<file path="src/rtl/hamming74_pkg.sv">
// Shared types, widths and the round-robin pick helper
// for the Hamming(7,4) encoder arbiter.
package hamming74_pkg;

  localparam int NIB_W  = 4;
  localparam int CW_W   = 7;
  localparam int BYTE_W = 8;

  typedef enum logic [1:0] {
    IDLE = 2'd0,
    LO   = 2'd1,
    HI   = 2'd2
  } arb_state_t;

  // First set bit of vld searching upward from ptr,
  // wrapping at n (n <= 8, ptr < n).
  function automatic logic [2:0] rr_pick(
    input logic [7:0] vld,
    input logic [2:0] ptr,
    input logic [3:0] n
  );
    logic [2:0] res;
    logic       hit;
    logic [3:0] idx;
    res = '0;
    hit = 1'b0;
    for (int i = 0; i < 8; i++) begin
      idx = {1'b0, ptr} + 4'(i);
      if (idx >= n) idx = idx - n;
      if (!hit && (i < int'(n)) && vld[idx[2:0]]) begin
        res = idx[2:0];
        hit = 1'b1;
      end
    end
    return res;
  endfunction

endpackage

</file>
<file path="src/rtl/hamming74_encoder.sv">
// Hamming(7,4) encoder: data nibble in [3:0],
// parity bits in [6:4].
module hamming74_encoder
  import hamming74_pkg::*;
(
  input  logic [NIB_W-1:0] data_i,
  output logic [CW_W-1:0]  cw_o
);

  logic d0, d1, d2, d3;

  assign {d3, d2, d1, d0} = data_i;

  assign cw_o = {
    d1 ^ d2 ^ d3,
    d0 ^ d2 ^ d3,
    d0 ^ d1 ^ d3,
    data_i
  };

endmodule

</file>
<file path="src/rtl/hamming74_enc_arbiter.sv">
// Round-robin arbiter sharing one Hamming(7,4) encoder
// among byte requesters; emits low then high nibble codewords.
module hamming74_enc_arbiter
  import hamming74_pkg::*;
#(
  parameter int NUM_REQ = 2,
  parameter int ID_W    = $clog2(NUM_REQ)
) (
  input  logic                  clk,
  input  logic                  rst_n,
  input  logic [NUM_REQ-1:0]    req_valid,
  input  logic [8*NUM_REQ-1:0]  req_data,
  output logic [NUM_REQ-1:0]    req_ready,
  output logic                  cw_valid,
  output logic [CW_W-1:0]       cw_data,
  output logic [ID_W-1:0]       cw_id,
  output logic                  cw_last,
  input  logic                  cw_ready
);

  arb_state_t        state_q, state_d;
  logic [BYTE_W-1:0] byte_q, byte_d;
  logic [ID_W-1:0]   gnt_q, gnt_d;
  logic [ID_W-1:0]   ptr_q, ptr_d;
  logic [ID_W-1:0]   pick, ptr_nxt;
  logic [BYTE_W-1:0] sel_byte;
  logic              any_vld;
  logic              accept;
  logic [NIB_W-1:0]  enc_in;
  logic [CW_W-1:0]   enc_out;

  assign any_vld = |req_valid;

  assign pick = ID_W'(rr_pick(8'(req_valid),
                              3'(ptr_q),
                              4'(NUM_REQ)));

  assign ptr_nxt = (pick == ID_W'(NUM_REQ - 1))
                 ? '0 : pick + ID_W'(1);

  always_comb begin
    sel_byte = '0;
    for (int i = 0; i < NUM_REQ; i++) begin
      if (pick == ID_W'(i)) sel_byte = req_data[8*i +: 8];
    end
  end

  always_comb begin
    state_d  = state_q;
    byte_d   = byte_q;
    gnt_d    = gnt_q;
    ptr_d    = ptr_q;
    accept   = 1'b0;
    cw_valid = 1'b0;
    unique case (state_q)
      IDLE: begin
        accept = any_vld;
      end
      LO: begin
        cw_valid = 1'b1;
        if (cw_ready) state_d = HI;
      end
      HI: begin
        cw_valid = 1'b1;
        if (cw_ready) begin
          state_d = IDLE;
          accept  = any_vld;
        end
      end
      default: state_d = IDLE;
    endcase
    // A new byte always enters at its low nibble.
    if (accept) begin
      byte_d  = sel_byte;
      gnt_d   = pick;
      ptr_d   = ptr_nxt;
      state_d = LO;
    end
  end

  always_comb begin
    req_ready = '0;
    for (int i = 0; i < NUM_REQ; i++) begin
      req_ready[i] = accept && (pick == ID_W'(i));
    end
  end

  always_ff @(posedge clk) begin
    if (!rst_n) begin
      state_q <= IDLE;
      byte_q  <= '0;
      gnt_q   <= '0;
      ptr_q   <= '0;
    end else begin
      state_q <= state_d;
      byte_q  <= byte_d;
      gnt_q   <= gnt_d;
      ptr_q   <= ptr_d;
    end
  end

  assign enc_in = (state_q == HI) ? byte_q[7:4]
                                  : byte_q[3:0];

  hamming74_encoder u_enc (
    .data_i (enc_in),
    .cw_o   (enc_out)
  );

  assign cw_data = enc_out;
  assign cw_id   = gnt_q;
  assign cw_last = (state_q == HI);

endmodule

</file>
<file path="config.mk">
export PLATFORM = sky130hd
export DESIGN_NAME = hamming74_enc_arbiter
export DESIGN_NICKNAME = d
export VERILOG_FILES = /design/src/rtl/hamming74_pkg.sv /design/src/rtl/hamming74_encoder.sv /design/src/rtl/hamming74_enc_arbiter.sv
export SDC_FILE = /design/constraint.sdc
export NUM_CORES = 1
export LEC_CHECK = 0
export ABC_AREA = 1
export BUFFER_PORTS_ARGS = -buffer_cell sky130_fd_sc_hd__clkbuf_2
export CAP_MARGIN = 40
export CELL_PAD_IN_SITES_DETAIL_PLACEMENT = 1
export CELL_PAD_IN_SITES_GLOBAL_PLACEMENT = 2
export CORE_MARGIN = 1
export CORE_UTILIZATION = 22
export DETAILED_ROUTE_END_ITERATION = 6
export PLACE_DENSITY_LB_ADDON = 0.15
export SLEW_MARGIN = 40
export SYNTH_ARGS = -nofsm -noshare
export SYNTH_HDL_FRONTEND = slang
export SYNTH_SLANG_ARGS = --single-unit
</file>
<file path="constraint.sdc">
create_clock -name clk -period 1.2 [get_ports clk]
set_input_delay 0.18 -clock clk [delete_from_list [all_inputs] [get_ports clk]]
set_output_delay 0.18 -clock clk [all_outputs]
set_load 0.02 [all_outputs]
</file>
==> impl_metrics.env <==
export IMPL_overflow=0
export IMPL_cp_cell_sequence="inv_2, ha_4, buf_12, inv_12, nand2_4, o21ai_4, nand2_2, nand2_2, nand2_2, nand2_2, buf_8"
export IMPL_critPathLaunchType="flop"
export IMPL_clk_latency_ns=0.25
export IMPL_clk_path_buf_depth=2
export IMPL_yosysUniqueCellTypes=21
export IMPL_grt_usage_pct=15.4
export IMPL_finalHoldViolations=0
export IMPL_cts_root_buf="clkbuf_8"
export IMPL_cts_tree="built"
export IMPL_initial_core_util_pct=23.6
export IMPL_num_fill_cells=476
export IMPL_finClkSkew_ns=0.000657
export IMPL_reg2reg_slack_ns=-0.34
export IMPL_clkTransAtPathRegs_ns=0.06
export IMPL_grt_pass1_vias=1178
export IMPL_die_y_um=65.4
export IMPL_cp_arrival_ns=1.55
export IMPL_setup_slack_ns=-0.528
export IMPL_crit_required_ns=1.02
export IMPL_maxCapViolCount=0
export IMPL_path_common_cell="nand2_2"
export IMPL_synthCells=134
export IMPL_netlist_area_um2=883
export IMPL_mostFrequentLayoutCells="nand2_1 (40), clkbuf_2 (22), buf_4 (21)"
export IMPL_syn_nets=158
export IMPL_cp_max_fo=7
export IMPL_via_per_inst=4.53
export IMPL_grt_pass1_wl_um=5020
export IMPL_seq_area_um2=243
export IMPL_leakagePower_nw=0.813
export IMPL_wirelength_um=2980
export IMPL_hold_path_class="primary input to flop"
export IMPL_grt_setup_unrepaired="true"
export IMPL_wl_per_cell_um=12.3
export IMPL_die_w_um=65.4
export IMPL_htree_levels=1
export IMPL_layout_cells_most_common="nand2_1"
export IMPL_multi_input_comb_area_um2=722
export IMPL_maxSlewViolCount=0
export IMPL_place_area_mm2=0.00129
export IMPL_status="finished with violations"
export IMPL_max_slew_margin_rel_pct=65.7
export IMPL_period_share_pct=144
export IMPL_vias=1097
export IMPL_drtIter0Drc=4
export IMPL_clock_sinks=12
export IMPL_yosysSeqAreaShare_pct=27.2
export IMPL_critPathCaptureType="output port"
export IMPL_ir_drop_mv=0.583
export IMPL_violations="negative setup slack"
export IMPL_syn_area_per_cell_um2=6.59
export IMPL_grt_antenna_before_repair=0
export IMPL_nNetsFinal=219
export IMPL_synth_warnings=0
export IMPL_dp_worst_setup_slack_ns=-0.262
export IMPL_area_growth_pct=88.8
export IMPL_rows=22
export IMPL_drt_first_pass_iters=4
export IMPL_ys_ff_latch=12
export IMPL_ant_nets=0
export IMPL_drive_gt1_share_pct=58.8
export IMPL_power_density_mw_per_mm2=1150
export IMPL_drc=0
export IMPL_fin_area_mm2=0.00167
export IMPL_core_area_mm2=0.00374
export IMPL_cts_made_buffers=3
export IMPL_max_stage_delay_ns=0.33
export IMPL_setup_viol=23
export IMPL_cpMaxStageDelayCell="dfxtp_2"
export IMPL_gp_congestion=0.756
export IMPL_worst_slew_pin_slew_ns=0.515
export IMPL_hpwl_um=2150
export IMPL_critPathKind="flop to output port"
export IMPL_fp_dieArea_mm2=0.00427
export IMPL_fmax_mhz=579
export IMPL_grt_start_max_net_pins=22
export IMPL_n_antenna_cell=0
export IMPL_ios=33
export IMPL_io_buffers=32
export IMPL_fin_crit_ns=1.73
-- registers in the layout, summed over array words and instances, names as in the netlist --
register / count
state_q: 2
ptr_q: 1
byte_q: 8
cw_id: 1
-- routing by layer --
layer / GRT usage (%) / wire (um) / up-vias
met3: 2.26 / 100 / 5
met5: 0 / 0 / -
li1: - / - / 560
met4: 6.52 / 49 / 0
met1: 17.1 / 1290 / 504
met2: 28.9 / 1550 / 28
-- critical path: cells and delay by family, from the launching register on --
| family | cells | cell delay [ns] |
|---|---|---|
| buf+inv | 4 | 0.36 |
| flops | 1 | 0.33 |
| fa+ha+maj | 1 | 0.17 |
| simple gates | 5 | 0.35 |
| compound gates | 1 | 0.09 |
-- kinds of logic (layout without fill, tap and decap cells) --
kind of cell    after synthesis  after routing  synth area share [%]
flops                        12             12                  27.2
simple gates                 91             91                  50.3
buf+inv                      17             77                  9.63
fa+ha+maj                     3              3                  4.25
compound gates               11             11                  8.64
-- report_power, final --
group / total, W / switching [W] / internal (W)
sequential: 0.000483 / 0.0000385 / 0.000444
combinational: 0.000965 / 0.000482 / 0.000483
clock: 0.000463 / 0.000172 / 0.000291
total: 0.00191 / 0.000693 / 0.00122
-- synthesized netlist by cell type (all sizes together) --
library cell  number  area (um^2)
nand2             67          299
nand4             16          100
dfxtp             12          240
inv               12         45.1
o21ai              8         55.1
nand3              6         30.0
buf                4         36.3
ha                 3         37.5
a21oi              2         13.8
nor2               2         15.0
a21boi             1         7.51
clkbuf             1         3.75
-- layout make-up --
class | count | area share [%]
clock buffers | 4 | 3.30
inverters | 12 | 4.05
multi-input cells | 105 | 43.3
flip-flops and latches | 12 | 14.6
well taps | 48 | 3.60
repair buffers | 61 | 31.2
-- what timing repair did --
item,in CTS,in global routing
endpoints found under the setup margin,23,23
hold buffers,0,0
buffers inserted,11,5
gates resized for setup,45,22
cloned,0,0
pin swaps,13,14
-- worst paths after layout --
path | to | start | cells after the start
min reg2reg | cw_id | cw_id | 2
max reg2reg | byte_q[4] | state_q[0] | 13
max | cw_data[5] | state_q[0] | 11
min | byte_q[6] | req_data[6] | 3
-- metrics by stage --
step / hold slack [ns] / util, % / std cells / total power, W / TNS [ns]
2_1_floorplan: 0.307 / - / 134 / 0.000928 / -2.49
3_3_place_gp: 0.423 / 34.6 / 225 / 0.00118 / -2.88
3_5_place_dp: 0.428 / 34.6 / 225 / 0.00119 / -3.24
4_1_cts: 0.163 / 42.7 / 239 / 0.00187 / -6.47
5_1_grt: 0.175 / 44.6 / 242 / 0.00204 / -9.57
6_report: 0.164 / 44.6 / 242 / 0.00191 / -7.92
Note: power is estimated with default switching activity, not from simulation.
